$ cat src/rtl/fl_pkg.sv
`default_nettype none
// +--------------------------------------------------------------------------+
// | fl_pkg : shared scan-state enum, counter-width helper and GSR constants   |
// | Revision: 1.0                                                             |
// +--------------------------------------------------------------------------+
package fl_pkg;

  typedef enum logic [1:0] {
    ST_IDLE  = 2'd0,
    ST_SHIFT = 2'd1,
    ST_DONE  = 2'd2
  } scan_state_e;

  localparam string GSR_ENABLED  = "ENABLED";
  localparam string GSR_DISABLED = "DISABLED";

  // Width needed to hold the values 0..n inclusive, never less than one bit.
  function automatic int fl_cnt_width(input int n);
    return ($clog2(n + 1) < 1) ? 1 : $clog2(n + 1);
  endfunction

endpackage
`default_nettype wire

$ cat src/rtl/fl_scan_ctrl.sv
`default_nettype none
// +--------------------------------------------------------------------------+
// | fl_scan_ctrl : IDLE/SHIFT/DONE scan sequencer with an N-cycle shift count |
// | Revision: 1.0                                                             |
// +--------------------------------------------------------------------------+
module fl_scan_ctrl
  import fl_pkg::*;
#(
  parameter int N = 16
) (
  input  logic ck_i,
  input  logic rst_i,
  input  logic start_i,
  output logic shift_o,
  output logic busy_o,
  output logic done_o,
  output logic load_valid_o
);

  localparam int            CW     = fl_cnt_width(N);
  localparam logic [CW-1:0] LAST_C = CW'(N - 1);

  scan_state_e   state_q, state_d;
  logic [CW-1:0] cnt_q, cnt_d;

  always_ff @(posedge ck_i) begin
    if (rst_i) begin
      state_q <= ST_IDLE;
      cnt_q   <= '0;
    end else begin
      state_q <= state_d;
      cnt_q   <= cnt_d;
    end
  end

  always_comb begin
    state_d      = state_q;
    cnt_d        = cnt_q;
    shift_o      = 1'b0;
    done_o       = 1'b0;
    load_valid_o = 1'b0;
    unique case (state_q)
      ST_IDLE: begin
        if (start_i) begin
          state_d = ST_SHIFT;
          cnt_d   = '0;
        end
      end
      ST_SHIFT: begin
        shift_o = 1'b1;
        // The edge that performs the Nth shift also hands over to DONE.
        if (cnt_q == LAST_C) begin
          state_d = ST_DONE;
          cnt_d   = '0;
        end else begin
          cnt_d = cnt_q + CW'(1);
        end
      end
      ST_DONE: begin
        done_o       = 1'b1;
        load_valid_o = 1'b1;
        state_d      = ST_IDLE;
      end
      default: state_d = ST_IDLE;
    endcase
  end

  assign busy_o = (state_q != ST_IDLE);

endmodule
`default_nettype wire

$ cat src/rtl/fl_scan_reg_chain.sv
`default_nettype none
// +--------------------------------------------------------------------------+
// | fl_scan_reg_chain : WIDTH x DEPTH mux-input register pipeline; optional   |
// | serial scan of the whole chain when FL_SCAN_CHAIN_EN is defined.          |
// | Revision: 1.0                                                             |
// +--------------------------------------------------------------------------+
module fl_scan_reg_chain
  import fl_pkg::*;
#(
  parameter int               WIDTH = 8,
  parameter int               DEPTH = 1,
  parameter logic [WIDTH-1:0] INIT  = '1,
  parameter string            GSR   = "ENABLED"
) (
  input  logic             CK,
  input  logic             RST,
  input  logic             CE,
  input  logic             SD,
  input  logic [WIDTH-1:0] D0,
  input  logic [WIDTH-1:0] D1,
  output logic [WIDTH-1:0] Q,
  output logic             Q_VALID
`ifdef FL_SCAN_CHAIN_EN
  , input  logic           SCAN_START
  , input  logic           SCAN_SI
  , output logic           SCAN_SO
  , output logic           SCAN_BUSY
  , output logic           SCAN_DONE
`endif
);

  localparam int            N          = WIDTH * DEPTH;
  localparam int            FW         = fl_cnt_width(DEPTH);
  localparam logic [FW-1:0] FULL_C     = FW'(DEPTH);
  localparam bit            GSR_EN     = (GSR == GSR_ENABLED);
  localparam logic [N-1:0]  INIT_CHAIN = {DEPTH{INIT}};

  // Flat chain: stage s occupies bits [s*WIDTH +: WIDTH], so the scan shift
  // and the word-wise pipeline advance are both plain left shifts.
  logic [N-1:0]     chain_q, chain_d;
  logic [FW-1:0]    fill_q, fill_d;
  logic [WIDTH-1:0] w_sel;
  logic             w_advance;
  logic             w_shift;
  logic             w_load_valid;
  logic             w_si;

`ifdef FL_SCAN_CHAIN_EN
  logic w_busy;

  fl_scan_ctrl #(
    .N (N)
  ) u_scan_ctrl (
    .ck_i         (CK),
    .rst_i        (RST),
    .start_i      (SCAN_START),
    .shift_o      (w_shift),
    .busy_o       (w_busy),
    .done_o       (SCAN_DONE),
    .load_valid_o (w_load_valid)
  );

  assign SCAN_BUSY = w_busy;
  assign SCAN_SO   = chain_q[N-1];
  assign w_advance = CE & ~w_busy;
  assign w_si      = SCAN_SI;
`else
  assign w_advance    = CE;
  assign w_shift      = 1'b0;
  assign w_load_valid = 1'b0;
  assign w_si         = 1'b0;
`endif

  assign w_sel = SD ? D1 : D0;

  always_comb begin
    chain_d = chain_q;
    fill_d  = fill_q;
    if (w_shift) begin
      chain_d = (chain_q << 1) | N'(w_si);
    end else if (w_advance) begin
      chain_d = (chain_q << WIDTH) | N'(w_sel);
    end
    if (w_load_valid) begin
      fill_d = FULL_C;
    end else if (w_advance && (fill_q != FULL_C)) begin
      fill_d = fill_q + FW'(1);
    end
  end

  always_ff @(posedge CK) begin
    if (RST) begin
      fill_q <= '0;
      if (GSR_EN) begin
        chain_q <= INIT_CHAIN;
      end
    end else begin
      chain_q <= chain_d;
      fill_q  <= fill_d;
    end
  end

  assign Q       = chain_q[N-1 -: WIDTH];
  assign Q_VALID = (fill_q == FULL_C);

endmodule
`default_nettype wire

$ cat config.mk
export PLATFORM = sky130hd
export DESIGN_NAME = fl_scan_reg_chain
export DESIGN_NICKNAME = d
export VERILOG_FILES = /design/src/rtl/fl_pkg.sv /design/src/rtl/fl_scan_ctrl.sv /design/src/rtl/fl_scan_reg_chain.sv
export SDC_FILE = /design/constraint.sdc
export NUM_CORES = 1
export LEC_CHECK = 0
export ABC_AREA = 0
export BUFFER_PORTS_ARGS = -buffer_cell sky130_fd_sc_hd__buf_2
export CAP_MARGIN = 20
export CELL_PAD_IN_SITES_DETAIL_PLACEMENT = 0
export CELL_PAD_IN_SITES_GLOBAL_PLACEMENT = 1
export CORE_MARGIN = 1.5
export CORE_UTILIZATION = 25
export CTS_BUF_LIST = sky130_fd_sc_hd__clkbuf_2 sky130_fd_sc_hd__clkbuf_4 sky130_fd_sc_hd__clkbuf_8
export DETAILED_ROUTE_END_ITERATION = 16
export GPL_ROUTABILITY_DRIVEN = 0
export HOLD_SLACK_MARGIN = 0.03
export PLACE_DENSITY_LB_ADDON = 0.1
export SLEW_MARGIN = 10
export SYNTH_ARGS = -nofsm -noshare
export SYNTH_HDL_FRONTEND = slang
export SYNTH_SLANG_ARGS = --single-unit
$ cat constraint.sdc
create_clock -name CK -period 0.8 [get_ports CK]
set_input_delay 0.2 -clock CK [delete_from_list [all_inputs] [get_ports CK]]
set_output_delay 0.2 -clock CK [all_outputs]
set_load 0.005 [all_outputs]
==> flow_metrics.env <==
export IMPL_dp_cells=85
export IMPL_path_class="flip-flop to output pin"
export IMPL_grt_util_all_layers_pct=11.2
export IMPL_final_setup_skew_ps=0
export IMPL_worstMarginPinSlew_ps=256
export IMPL_setup_ws_ps=-95.5
export IMPL_synth_largest_area_cell="dfxtp_1"
export IMPL_avgRoutedWirePerCell_um=11.0
export IMPL_syn_area_per_cell_sq_um=10.2
export IMPL_crit_fanout=2
export IMPL_overflow=0
export IMPL_synth_cell_types=9
export IMPL_grt_max_degree=9
export IMPL_synth_xor_xnor_area_share_pct=0
export IMPL_antenna_found_initial=0
export IMPL_drt_iter0_drc=6
export IMPL_multi_input_area_sq_um=195
export IMPL_start_util_pct=27.0
export IMPL_dpl_hpwl_um=785
export IMPL_cap_violations=0
export IMPL_numPortBuffers=28
export IMPL_synth_cells=40
export IMPL_clk_latency_ps=260
export IMPL_dieArea_sq_um=1880
export IMPL_p_per_area_nw_per_um2=1690
export IMPL_violations="negative setup slack"
export IMPL_worstPathArrival_ps=700
export IMPL_synthesis_area_sq_um=407
export IMPL_finalNonFillerCells=91
export IMPL_cts_max_level=1
export IMPL_rsz0062_at_grt="true"
export IMPL_synth_compound_area_share_pct=10.8
export IMPL_drv_slew=0
export IMPL_path_clk_slew_ps=60
export IMPL_cpPeakStageDelay_ps=320
export IMPL_end_kind="output pin"
export IMPL_cpMaxStageDelayCell="dfxtp_2"
export IMPL_std_cell_rows=14
export IMPL_diodes=0
export IMPL_synth_top_area_share_pct=44.3
export IMPL_io_pins=29
export IMPL_cts_sinks=9
export IMPL_ys_seq_area_share_pct=44.3
export IMPL_synth_fa_ha_area_share_pct=0
export IMPL_dieWidth_um=43.3
export IMPL_synth_nets=60
export IMPL_core_area_sq_um=1510
export IMPL_n_fill_cell=163
export IMPL_drive_above_1_share_pct=69.3
export IMPL_crit_family="flip-flops"
export IMPL_cts_hold_buf=0
export IMPL_synth_area_top_cells="dfxtp_1 44%, mux2i_1 20%, nor3_1 9.8%"
export IMPL_muxShareOfSynthArea_pct=19.7
export IMPL_grt_pass1_wl_um=1550
export IMPL_min_period_ps=896
export IMPL_setup_worst_path_start_class="flip-flop"
export IMPL_crit_required_ps=600
export IMPL_ys_warn_count=0
export IMPL_ant_nets=0
export IMPL_max_freq_mhz=1120
export IMPL_synth_top_family_by_area="multiplexers"
export IMPL_setup_viol=9
export IMPL_die_h_um=43.3
export IMPL_crit_chain="buf_2"
export IMPL_cts_tree="yes"
export IMPL_drt_wl_total_um=1000
export IMPL_cts_path_max_buffers=2
export IMPL_numCtsBuffers=3
export IMPL_vias=418
export IMPL_yosys_area_share_simple_pct=15.1
export IMPL_drt_pass1_iter_count=3
export IMPL_ir_drop_mv=1.03
export IMPL_final_hold_viol_count=0
export IMPL_ys_seq_elements=9
export IMPL_p_leak_nw=0.302
export IMPL_p_total_mw=1.08
export IMPL_viasPerCell=4.59
export IMPL_seqCellArea_sq_um=191
export IMPL_hp_class="input port to flip-flop"
export IMPL_grt_pass1_vias=357
export IMPL_relSlewSlack_pct=82.9
export IMPL_ctsRootBufferMaster="clkbuf_4"
export IMPL_period_share_pct=112
export IMPL_status="finished, violations left"
export IMPL_nets=96
export IMPL_critPathBufInv=1
export IMPL_syn_to_final_growth_pct=57.8
export IMPL_drc_errors=0
metal layers:
| layer | up-vias | track usage [%] | wire length, um |
|---|---|---|---|
| li1 | 213 | - | - |
| met2 | 18 | 16.4 | 464 |
| met5 | - | 0 | 0 |
| met3 | 4 | 3.33 | 83 |
| met1 | 183 | 15.1 | 433 |
| met4 | 0 | 5.45 | 23 |
flip-flops by register name, summed over array words and instances (netlist names):
name and flops:
Q 8, Q_VALID 1
layout by cell type, fill, tap and decap left out:
cell type / synthesis / final
mux2i_1: 8 / 8
buf_4: 1 / 7
nor2b_4: 1 / 1
buf_6: 3 / 2
nor2_1: 2 / 2
a21oi_1: 7 / 7
clkbuf_4: 0 / 4
buf_2: 0 / 26
nor3_2: 0 / 2
dfxtp_2: 0 / 9
nor3_1: 8 / 6
a21oi_2: 1 / 1
logic make-up after synthesis:
kind of cell,Yosys count
AO/OA/AOI/OAI,8
buffers and inverters,4
flip-flops,9
AND/OR/NAND/NOR,11
multiplexers,8
final timing paths:
check / start / to / slack (ps) / depth (start not counted)
setup / recovery: Q[4] / Q[4] / -100 / 1
setup reg to reg: Q[3] / Q[3] / 50 / 3
hold reg to reg: Q_VALID / Q_VALID / 490 / 2
hold / removal: RST / Q_VALID / 230 / 2
cell usage after synthesis:
cell and n:
mux2i_1 8, nor2b_4 1, dfxtp_1 9, buf_6 3
buf_4 1, a21oi_1 7, a21oi_2 1, nor3_1 8
nor2_1 2
layout make-up:
cell class                 instances  share of cell area [%]
sequential                         9                    29.8
timing repair buffer              35                    32.0
multi-input combinational         27                    30.4
clock buffer                       4                    4.68
tap                               16                    3.12
where the power goes:
group          switching (mW)  total [mW]  internal, mW
clock                   0.155       0.381         0.226
combinational          0.0831       0.202         0.119
sequential             0.0158       0.501         0.485
total                   0.254        1.08         0.830
metrics by stage:
stage                     setup TNS, ps  hold slack, ps  utilization [%]  area, sq um  setup WS (ps)
after floorplan                       0             389                -          407           52.5
final                              -780             226             42.6          642          -95.5
after CTS                          -879             209             41.1          619           -104
after global routing               -991             236             42.6          642           -116
after detailed placement           -674             469             37.4          563           -112
after global placement             -528             455             37.4          563          -89.7
what timing repair did:
item                       in CTS  in global routing
cloned                          0                  0
resized for setup               9                  4
hold endpoints to repair        0                  0
setup endpoints to repair       9                 11
pin swaps                       0                  1
buffers inserted                2                  0
worst reg2reg max path, cell delays in order (launching register included):
cell and delay, ps:
dfxtp_2 310, buf_4 120, nor3_2 160, a21oi_2 40
(Power assumes the default switching activity.)
